--- config.mk ---
export PLATFORM = sky130hd
export DESIGN_NAME = uart_tx_fifo
export DESIGN_NICKNAME = d
export VERILOG_FILES = /design/src/rtl/uart_pkg.sv /design/src/rtl/sync_fifo.sv /design/src/rtl/uart_tx_fifo.sv
export SDC_FILE = /design/constraint.sdc
export NUM_CORES = 1
export LEC_CHECK = 0
export CELL_PAD_IN_SITES_DETAIL_PLACEMENT = 1
export CELL_PAD_IN_SITES_GLOBAL_PLACEMENT = 1
export CORE_AREA = 2 2 134 149
export CTS_BUF_LIST = sky130_fd_sc_hd__clkbuf_8
export CTS_CLUSTER_SIZE = 24
export DETAILED_ROUTE_END_ITERATION = 8
export DIE_AREA = 0 0 136 151
export PLACE_DENSITY = 0.61
export SLEW_MARGIN = 20
export SYNTH_ARGS = -nofsm -noshare
export SYNTH_HDL_FRONTEND = slang
export SYNTH_HIERARCHICAL = 1
export SYNTH_SLANG_ARGS = --single-unit
export TNS_END_PERCENT = 30
--- constraint.sdc ---
create_clock -name clock_50M -period 7.6 [get_ports clock_50M]
set_input_delay 1.9 -clock clock_50M [delete_from_list [all_inputs] [get_ports clock_50M]]
set_output_delay 1.9 -clock clock_50M [all_outputs]
set_load 0.02 [all_outputs]
--- src/rtl/uart_pkg.sv ---
// Shared UART definitions: parity encodings, controller states and the default
// bit period, used by the transmitter and the receiver.
package uart_pkg;

  localparam int UART_CLOCK  = 434;

  localparam int PARITY_NONE = 0;
  localparam int PARITY_ODD  = 1;
  localparam int PARITY_EVEN = 2;

  typedef enum logic [2:0] {
    ST_IDLE,
    ST_START,
    ST_DATA,
    ST_PARITY,
    ST_STOP
  } uart_state_t;

  function automatic logic [7:0] data_mask(input int bits);
    return 8'((1 << bits) - 1);
  endfunction

endpackage

--- src/rtl/sync_fifo.sv ---
// Single-clock FIFO with registered occupancy count; the read port shows the
// head entry combinationally so a pop and its data land on the same edge.
module sync_fifo #(
  parameter int WIDTH = 8,
  parameter int DEPTH = 16
) (
  input  logic                   clock_50M,
  input  logic                   rst,
  input  logic                   wr_en,
  input  logic [WIDTH-1:0]       wr_data,
  input  logic                   rd_en,
  output logic [WIDTH-1:0]       rd_data,
  output logic                   full,
  output logic                   empty,
  output logic [$clog2(DEPTH):0] count
);

  localparam int PTR_W = $clog2(DEPTH);
  localparam logic [PTR_W:0] FULL_CNT = (PTR_W + 1)'(DEPTH);

  logic [WIDTH-1:0] mem [DEPTH];
  logic [PTR_W-1:0] wr_ptr;
  logic [PTR_W-1:0] rd_ptr;
  logic             push;
  logic             pop;

  assign full    = (count == FULL_CNT);
  assign empty   = (count == '0);
  assign push    = wr_en && !full;
  assign pop     = rd_en && !empty;
  assign rd_data = mem[rd_ptr];

  always_ff @(posedge clock_50M) begin
    if (push) begin
      mem[wr_ptr] <= wr_data;
    end
  end

  // Pointers wrap naturally because DEPTH is a power of two.
  always_ff @(posedge clock_50M) begin
    if (rst) begin
      wr_ptr <= '0;
      rd_ptr <= '0;
      count  <= '0;
    end else begin
      if (push) begin
        wr_ptr <= wr_ptr + PTR_W'(1);
      end
      if (pop) begin
        rd_ptr <= rd_ptr + PTR_W'(1);
      end
      case ({push, pop})
        2'b10:   count <= count + (PTR_W + 1)'(1);
        2'b01:   count <= count - (PTR_W + 1)'(1);
        default: count <= count;
      endcase
    end
  end

endmodule

--- src/rtl/uart_tx_fifo.sv ---
// UART transmitter fed by a transmit FIFO; frames go out LSB-first and
// back-to-back while data is queued, with every line output registered.
//
// state     | meaning
// ST_IDLE   | line high, waiting for the FIFO to hold a byte
// ST_START  | start bit (low) for one bit period
// ST_DATA   | data bits, LSB first
// ST_PARITY | parity bit, only when parity is enabled
// ST_STOP   | stop bit(s) high; tx_done on the final cycle
module uart_tx_fifo
  import uart_pkg::*;
#(
  parameter int CLKS_PER_BIT = UART_CLOCK,
  parameter int DATA_BITS    = 8,
  parameter int PARITY       = PARITY_NONE,
  parameter int STOP_BITS    = 1,
  parameter int FIFO_DEPTH   = 16
) (
  input  logic                          clock_50M,
  input  logic                          rst,
  input  logic [7:0]                    wr_data,
  input  logic                          wr_valid,
  output logic                          wr_ready,
  output logic                          tx,
  output logic                          busy,
  output logic                          tx_done,
  output logic [$clog2(FIFO_DEPTH):0]   fifo_count
);

  localparam int DIV_W = $clog2(CLKS_PER_BIT);

  localparam logic [DIV_W-1:0] DIV_LAST   = DIV_W'(CLKS_PER_BIT - 1);
  localparam logic [2:0]       DATA_LAST  = 3'(DATA_BITS - 1);
  localparam logic [2:0]       STOP_LAST  = 3'(STOP_BITS - 1);
  localparam logic [7:0]       DATA_MASK  = data_mask(DATA_BITS);
  localparam logic             HAS_PARITY = (PARITY != PARITY_NONE);
  localparam logic             PAR_INV    = (PARITY == PARITY_ODD);

  uart_state_t      state;
  uart_state_t      next_state;
  logic [DIV_W-1:0] div_cnt;
  logic [DIV_W-1:0] div_d;
  logic [2:0]       bit_cnt;
  logic [2:0]       bit_d;
  logic [7:0]       shift_reg;
  logic [7:0]       shift_d;
  logic             parity_bit;
  logic             parity_d;
  logic             tx_d;
  logic             busy_d;
  logic             done_d;
  logic             pop;
  logic             div_end;
  logic             bit_last;
  logic             fifo_full;
  logic             fifo_empty;
  logic [7:0]       fifo_rd_data;

  sync_fifo #(
    .WIDTH (8),
    .DEPTH (FIFO_DEPTH)
  ) u_fifo (
    .clock_50M (clock_50M),
    .rst       (rst),
    .wr_en     (wr_valid),
    .wr_data   (wr_data),
    .rd_en     (pop),
    .rd_data   (fifo_rd_data),
    .full      (fifo_full),
    .empty     (fifo_empty),
    .count     (fifo_count)
  );

  assign wr_ready = !fifo_full;
  assign div_end  = (div_cnt == DIV_LAST);
  assign bit_last = (state == ST_STOP) ? (bit_cnt == STOP_LAST) : (bit_cnt == DATA_LAST);

  always_ff @(posedge clock_50M) begin
    if (rst) begin
      state <= ST_IDLE;
    end else begin
      state <= next_state;
    end
  end

  always_comb begin
    next_state = state;
    case (state)
      ST_IDLE: begin
        if (!fifo_empty) next_state = ST_START;
      end
      ST_START: begin
        if (div_end) next_state = ST_DATA;
      end
      ST_DATA: begin
        if (div_end && bit_last) next_state = HAS_PARITY ? ST_PARITY : ST_STOP;
      end
      ST_PARITY: begin
        if (div_end) next_state = ST_STOP;
      end
      ST_STOP: begin
        if (div_end && bit_last) next_state = fifo_empty ? ST_IDLE : ST_START;
      end
      default: next_state = ST_IDLE;
    endcase
  end

  // Outputs are computed from the next-cycle view so that tx, busy and
  // tx_done can be registered and still line up with the state register.
  always_comb begin
    pop = !fifo_empty &&
          ((state == ST_IDLE) || (state == ST_STOP && div_end && bit_last));

    div_d = (state == ST_IDLE || div_end) ? '0 : div_cnt + DIV_W'(1);

    if (next_state != state) begin
      bit_d = '0;
    end else if (div_end) begin
      bit_d = bit_cnt + 3'd1;
    end else begin
      bit_d = bit_cnt;
    end

    shift_d  = shift_reg;
    parity_d = parity_bit;
    if (pop) begin
      shift_d  = fifo_rd_data & DATA_MASK;
      parity_d = (^(fifo_rd_data & DATA_MASK)) ^ PAR_INV;
    end else if (state == ST_DATA && div_end) begin
      shift_d = shift_reg >> 1;
    end

    case (next_state)
      ST_START:  tx_d = 1'b0;
      ST_DATA:   tx_d = shift_d[0];
      ST_PARITY: tx_d = parity_bit;
      default:   tx_d = 1'b1;
    endcase

    busy_d = (next_state != ST_IDLE);
    done_d = (next_state == ST_STOP) && (div_d == DIV_LAST) && (bit_d == STOP_LAST);
  end

  always_ff @(posedge clock_50M) begin
    if (rst) begin
      div_cnt    <= '0;
      bit_cnt    <= '0;
      shift_reg  <= '0;
      parity_bit <= 1'b0;
      tx         <= 1'b1;
      busy       <= 1'b0;
      tx_done    <= 1'b0;
    end else begin
      div_cnt    <= div_d;
      bit_cnt    <= bit_d;
      shift_reg  <= shift_d;
      parity_bit <= parity_d;
      tx         <= tx_d;
      busy       <= busy_d;
      tx_done    <= done_d;
    end
  end

endmodule

Word level (Yosys, flattened, before mapping)
Memory sizes are Yosys's and may differ from the RTL's. A register that Yosys moved wholly into a read port is not among the register bits.
Cells that the tools add are included.
- register bits: 40
- RAM bits: 128
- input bits: 11
- logic and storage cells: 74
- memories: 1
- memories (name ; depth ; width ; rd ports ; clocked after Yosys merged registers in ; wr ports ; RTL line ; text):
    u_fifo.mem ; 16 ; 8 ; 1 ; 1 ; 1 ; sync_fifo.sv:21 ; logic [WIDTH-1:0] mem [DEPTH];
- add/sub/neg operators: 6
- equal/unequal tests: 15
- multiplexer cells: 19
- reductions and logical operators: 21
- operators by type and width (operator ; count):
    two-way mux 3 bit ; 7
    equality test 9 bit, second input constant ; 2
    two-way mux 8 bit ; 2
    case mux 3 bit (5 select lines) ; 1
    equality test 3 x 2 -> 1 bit, second input constant ; 4
    case mux 5 bit (2 select lines) ; 1
    adder 9 x 1 -> 9 bit, second input constant ; 1
    equality test 3 bit, second input constant ; 3
    logical AND 1 bit ; 9
    zero test 3 bit ; 3
    two-way mux 9 bit ; 1
    adder 4 x 1 -> 4 bit, second input constant ; 2
    two-way mux 4 bit ; 2
    parity 8 bit ; 1
    equality test 3 x 1 -> 1 bit, second input constant ; 2
    adder 5 x 1 -> 5 bit, second input constant ; 1
    equality test 5 bit, second input constant ; 1
    zero test 5 bit ; 1
    subtractor 5 x 1 -> 5 bit, second input constant ; 1
    two-way mux 1 bit ; 4
    nonzero test 2 bit ; 2
    adder 3 x 1 -> 3 bit, second input constant ; 1
    inequality test 3 bit ; 1
    case mux 1 bit (3 select lines) ; 1
    5 further kinds ; 7

Longest topological paths before layout
- depth in word-level cells: 9
- mapped depth: 18
- depth with buffers taken out: 14

Hierarchy
The synthesis kept the hierarchy.
- by module, submodules not included (module ; instances ; cells an instance ; area an instance (sq um) ; sequential area each (sq um)):
    sync_fifo ; 1 ; 305 ; 5974.5 ; 4184.0
    uart_tx_fifo ; 1 ; 175 ; 1517.7 ; 540.5

Least setup slack after synthesis
Ideal clock, no wire load.
- path kind: flip-flop to flip-flop
- from: register div_cnt[0]
- to: register u_fifo.count[2]
- library setup time: 71 ps
- arrival time: 3682 ps
- data required time: 7529 ps
- path slack: 3848 ps
- cell stages (with the launch flop): 18
- buffers on the path: 4
- period minus slack after synthesis: 3752 ps
- cells stage by stage: dfxtp_1 -> ha_1 -> or4b_4 -> buf_6 -> or3_1 -> a21o_1 -> buf_6 -> buf_8 -> inv_1 -> o21ai_4 -> inv_1 -> ha_1 -> clkbuf_1 -> xor2_1 -> ha_1 -> o21a_1 -> or4_1 -> a21oi_1
- longest elaborated chain between the ends: 8
- elaborated cells on any way between the ends: 10
- RTL lines (what ; RTL line ; text):
    start, declared ; uart_tx_fifo.sv:41 ; logic [DIV_W-1:0] div_cnt;
    start signal, assigned ; uart_tx_fifo.sv:154 ; div_cnt <= div_d;
    equality test 9 bit (*) ; uart_tx_fifo.sv:75 ; assign div_end = (div_cnt == DIV_LAST);
    logical AND 1 bit (*) (2 in a row) ; uart_tx_fifo.sv:112 ; ((state == ST_IDLE) || (state == ST_STOP && div_end && bit_last));
    logical OR 1 bit (*) ; uart_tx_fifo.sv:112 ;
    logical AND 1 bit (*) ; uart_tx_fifo.sv:111 ; pop = !fifo_empty &&
    net pop ; uart_tx_fifo.sv:52 ; logic pop;
    logical AND 1 bit (*) ; sync_fifo.sv:30 ; assign pop = rd_en && !empty;
    net u_fifo.pop ; sync_fifo.sv:25 ; logic pop;
    equality test 2 x 1 -> 1 bit or equality test 2 bit (tied branches) ; sync_fifo.sv:52 ; case ({push, pop})
    case mux 5 bit (2 select lines) or nonzero test 2 bit (tied branches) ; -- ;
    end signal, assigned ; sync_fifo.sv:53 ; 2'b10: count <= count + (PTR_W + 1)'(1);
    end signal, assigned ; sync_fifo.sv:54 ; 2'b01: count <= count - (PTR_W + 1)'(1);
    end signal, assigned ; sync_fifo.sv:55 ; default: count <= count;
    end, declared ; sync_fifo.sv:15 ; output logic [$clog2(DEPTH):0] count
Mark *: on every way through the listed nets, which the timed path passes. The rest lies on a longest branch.
A chain may end at the register's enable or synchronous reset.

Final worst setup path
- from: register u_fifo.count[0]
- to: output port wr_ready
- longest elaborated chain between the ends: 2
- RTL lines (what ; RTL line ; text):
    equality test 5 bit ; sync_fifo.sv:27 ; assign full = (count == FULL_CNT);
    net fifo_full ; uart_tx_fifo.sv:55 ; logic fifo_full;
    zero test 1 bit ; uart_tx_fifo.sv:74 ; assign wr_ready = !fifo_full;
    end, declared ; uart_tx_fifo.sv:23 ; output logic wr_ready,
The timed path passes the listed nets, and every way through them passes these cells.

==> impl_metrics.yaml <==
drt:
  vias_per_cell: 5.34
  final_antenna_net_count: 0
  drt_iter0_drc: 237
  wl_per_cell_um: 19.9
  vias: 4012
  routed_wl_um: 15000
  drc: 0
  drtPass1Iterations: 4
worst_setup_path:
  critPathMaxFanout: 7
  critPathMaxStageDelay_ns: 0.72
  cp_cell_sequence: "or4_1 > nor2_1 > inv_1 > clkdlybuf4s50_1"
  crit_slowest_cell: "or4_1"
  path_buf_inv: 2
  path_delay_family: "simple AND/OR/NAND/NOR gates"
  cp_data_required_time_ns: 5.70
  startpoint: "u_fifo/count[0]"
  r2r_start: "u_fifo/count[0]"
  worstSetupEndpointType: "output port"
  worstSetupPathType: "reg2out"
  worst_setup_path_start_kind: "flip-flop"
  arrival_ns: 2.28
clock_tree:
  h-tree-depth: 4
  clk_latency_ns: 0.45
  numCtsBuffers: 17
  cts_tree: "built"
  clk_pin_slew_ns: 0.09
  cts_buffer_depth: 2
  hold_buffers: 0
  clockRootBuffer: "clkbuf_8"
  cts.sink_count: 172
  postCtsSetupBuffers: 0
  post_cts_resized: 0
floorplan:
  num_rows: 53
  dieArea_um2: 20500
  io-pin-count: 20
  die_h_um: 151
  die_w_um: 136
  start_util_pct: 39.5
  core_um2: 19000
sta:
  min_period_over_period_pct: 55.0
  fin_tns_setup_ns: 0
  period_minus_slack_ns: 4.18
  finalHoldViolations: 0
  setup_viol: 0
  drv_slew: 0
  tightest_slew_ns: 1.04
  skew_ns: 0.0188
  timing.final.ws_setup_ns: 3.42
  slew_headroom_pct: 30.7
  max_freq_mhz: 239
  rsz0062_at_grt: "false"
global_routing:
  grt_overflow_total: 0
  track_usage_pct: 15.9
  grt_max_degree: 37
  grt_pass1_vias: 4251
  antenna_found_initial: 1
  grt_pass1_wl_um: 23900
yosys:
  synthTopCellsByArea: "edfxtp_1, dfxtp_1, mux4_1, mux4_2, nor2_1"
  synth_cell_type_count: 59
  async_reset_ff_share_pct: 0
  ys_seq_elements: 172
  syn-mean-instance-area_um2: 15.6
  yosys.area.top_type: "edfxtp_1"
  netlist_area_um2: 7490
  syn_inst: 480
  yosys.area.top_type_share_pct: 51.3
  synth_fp_nets: 504
  yosysSeqAreaShare_pct: 63.1
  synthFlopType: "edfxtp_1"
  yosys_warnings: 6
  synth_edf_count: 128
flow_run:
  max_cap_violations: 0
layout:
  area_growth_pct: 9.84
  final_layout_size_suffix_gt1_share_pct: 11.7
  fin_cells: 751
  layout_common_cells: "edfxtp_1, nor2_1, dfxtp_1"
  diodes: 0
  layout_commonest_cell: "edfxtp_1"
  largest_reg_flops: 128
  layout.nets: 517
pwr:
  power.density_nw_per_um2: 300
  switching_power_mw: 0.753
  p_int_mw: 1.71
  clkPwrFrac_pct: 25.7
  swShare_pct: 30.5
  vdd.ir_drop.worst_mv: 0.123
  combPwrFrac_pct: 27.0
  total_power_mw: 2.47
  p_leak_nw: 2.67
  seq_power_share_pct: 47.3
placement:
  hpwl_um: 10100
  place_ws_ns: 3.22
  dp.cells: 721
  gp_congestion: 0.761
  numPortBuffers: 19
worst_hold_path:
  min_path_type: "reg2reg"
  min-delay-start: "parity_bit"
outcome:
  status: "finished clean"
==> power by group through the flow <==
stage | sequential (mW) | clock, mW | combinational (mW)
4_1_cts | 1.17 | 0.656 | 0.676
3_5_place_dp | 1.19 | 0 | 0.674
2_1_floorplan | 1.14 | 0 | 0.592
3_3_place_gp | 1.19 | 0 | 0.659
6_report | 1.17 | 0.633 | 0.666
5_1_grt | 1.18 | 0.690 | 0.734
==> metrics by stage <==
stage | util (%) | hold WS, ns | cell area, um^2
after floorplan | - | 0.444 | 7490
after global placement | 41.4 | 0.461 | 7840
after detailed placement | 41.4 | 0.474 | 7840
after CTS | 43.4 | 0.486 | 8230
after global routing | 43.4 | 0.511 | 8230
final | 43.4 | 0.483 | 8230
==> cell usage after synthesis, drive strengths merged (8+ instances only) <==
| library cell | n |
|---|---|
| a211oi | 8 |
| a21oi | 9 |
| buf | 16 |
| clkbuf | 14 |
| dfxtp | 44 |
| edfxtp | 128 |
| ha | 13 |
| inv | 16 |
| mux2i | 11 |
| mux4 | 40 |
| nand2 | 9 |
| nor2 | 56 |
| nor3 | 12 |
| xnor2 | 10 |
| xor2 | 12 |
==> cells by family after synthesis <==
family / count (synthesis) / synth area share [%]
buffers and inverters: 47 / 3.39
adder cells (fa/ha/maj): 13 / 2.17
flip-flops: 172 / 63.1
XOR/XNOR: 22 / 2.57
AND/OR/NAND/NOR: 121 / 8.13
AO/OA/AOI/OAI: 53 / 5.63
multiplexers: 52 / 15.0
==> layout make-up <==
class                   instances  area [um^2]
repair buffers                 24          228
clock buffers                  17          234
clock inverters                13          153
well taps                     247          309
inverters                      17         65.1
multi-input cells             261         2510
flip-flops and latches        172         4730
fillers                      1897        10700
==> worst register-to-register path: stages (launching register included) <==
cell and delay, ns:
dfxtp_1 0.38, or4_1 0.72, nor2_1 0.22, or3_1 0.17
a21o_1 0.50, inv_1 0.27, o21ai_4 0.16, inv_1 0.08
ha_1 0.36, xor2_1 0.21, ha_1 0.24, o21a_1 0.20
or4_1 0.39, a21oi_1 0.14
==> layer usage <==
metal	up-vias	global-route usage [%]	share of wire [%]	wire length [um]
li1	1892	-	-	-
met1	2046	19.8	44	6590
met2	53	27.7	52	7710
met3	19	3.01	2.9	429
met4	2	5.52	1.5	223
met5	-	0	0.087	13
==> final timing paths <==
kind	endpoint	slack (ns)	cells after the start
setup reg to reg	u_fifo/count[2]	3.49	13
hold / removal	parity_bit	0.48	2
hold reg to reg	parity_bit	0.48	2
setup / recovery	wr_ready	3.42	4
(Power assumes the default switching activity.)
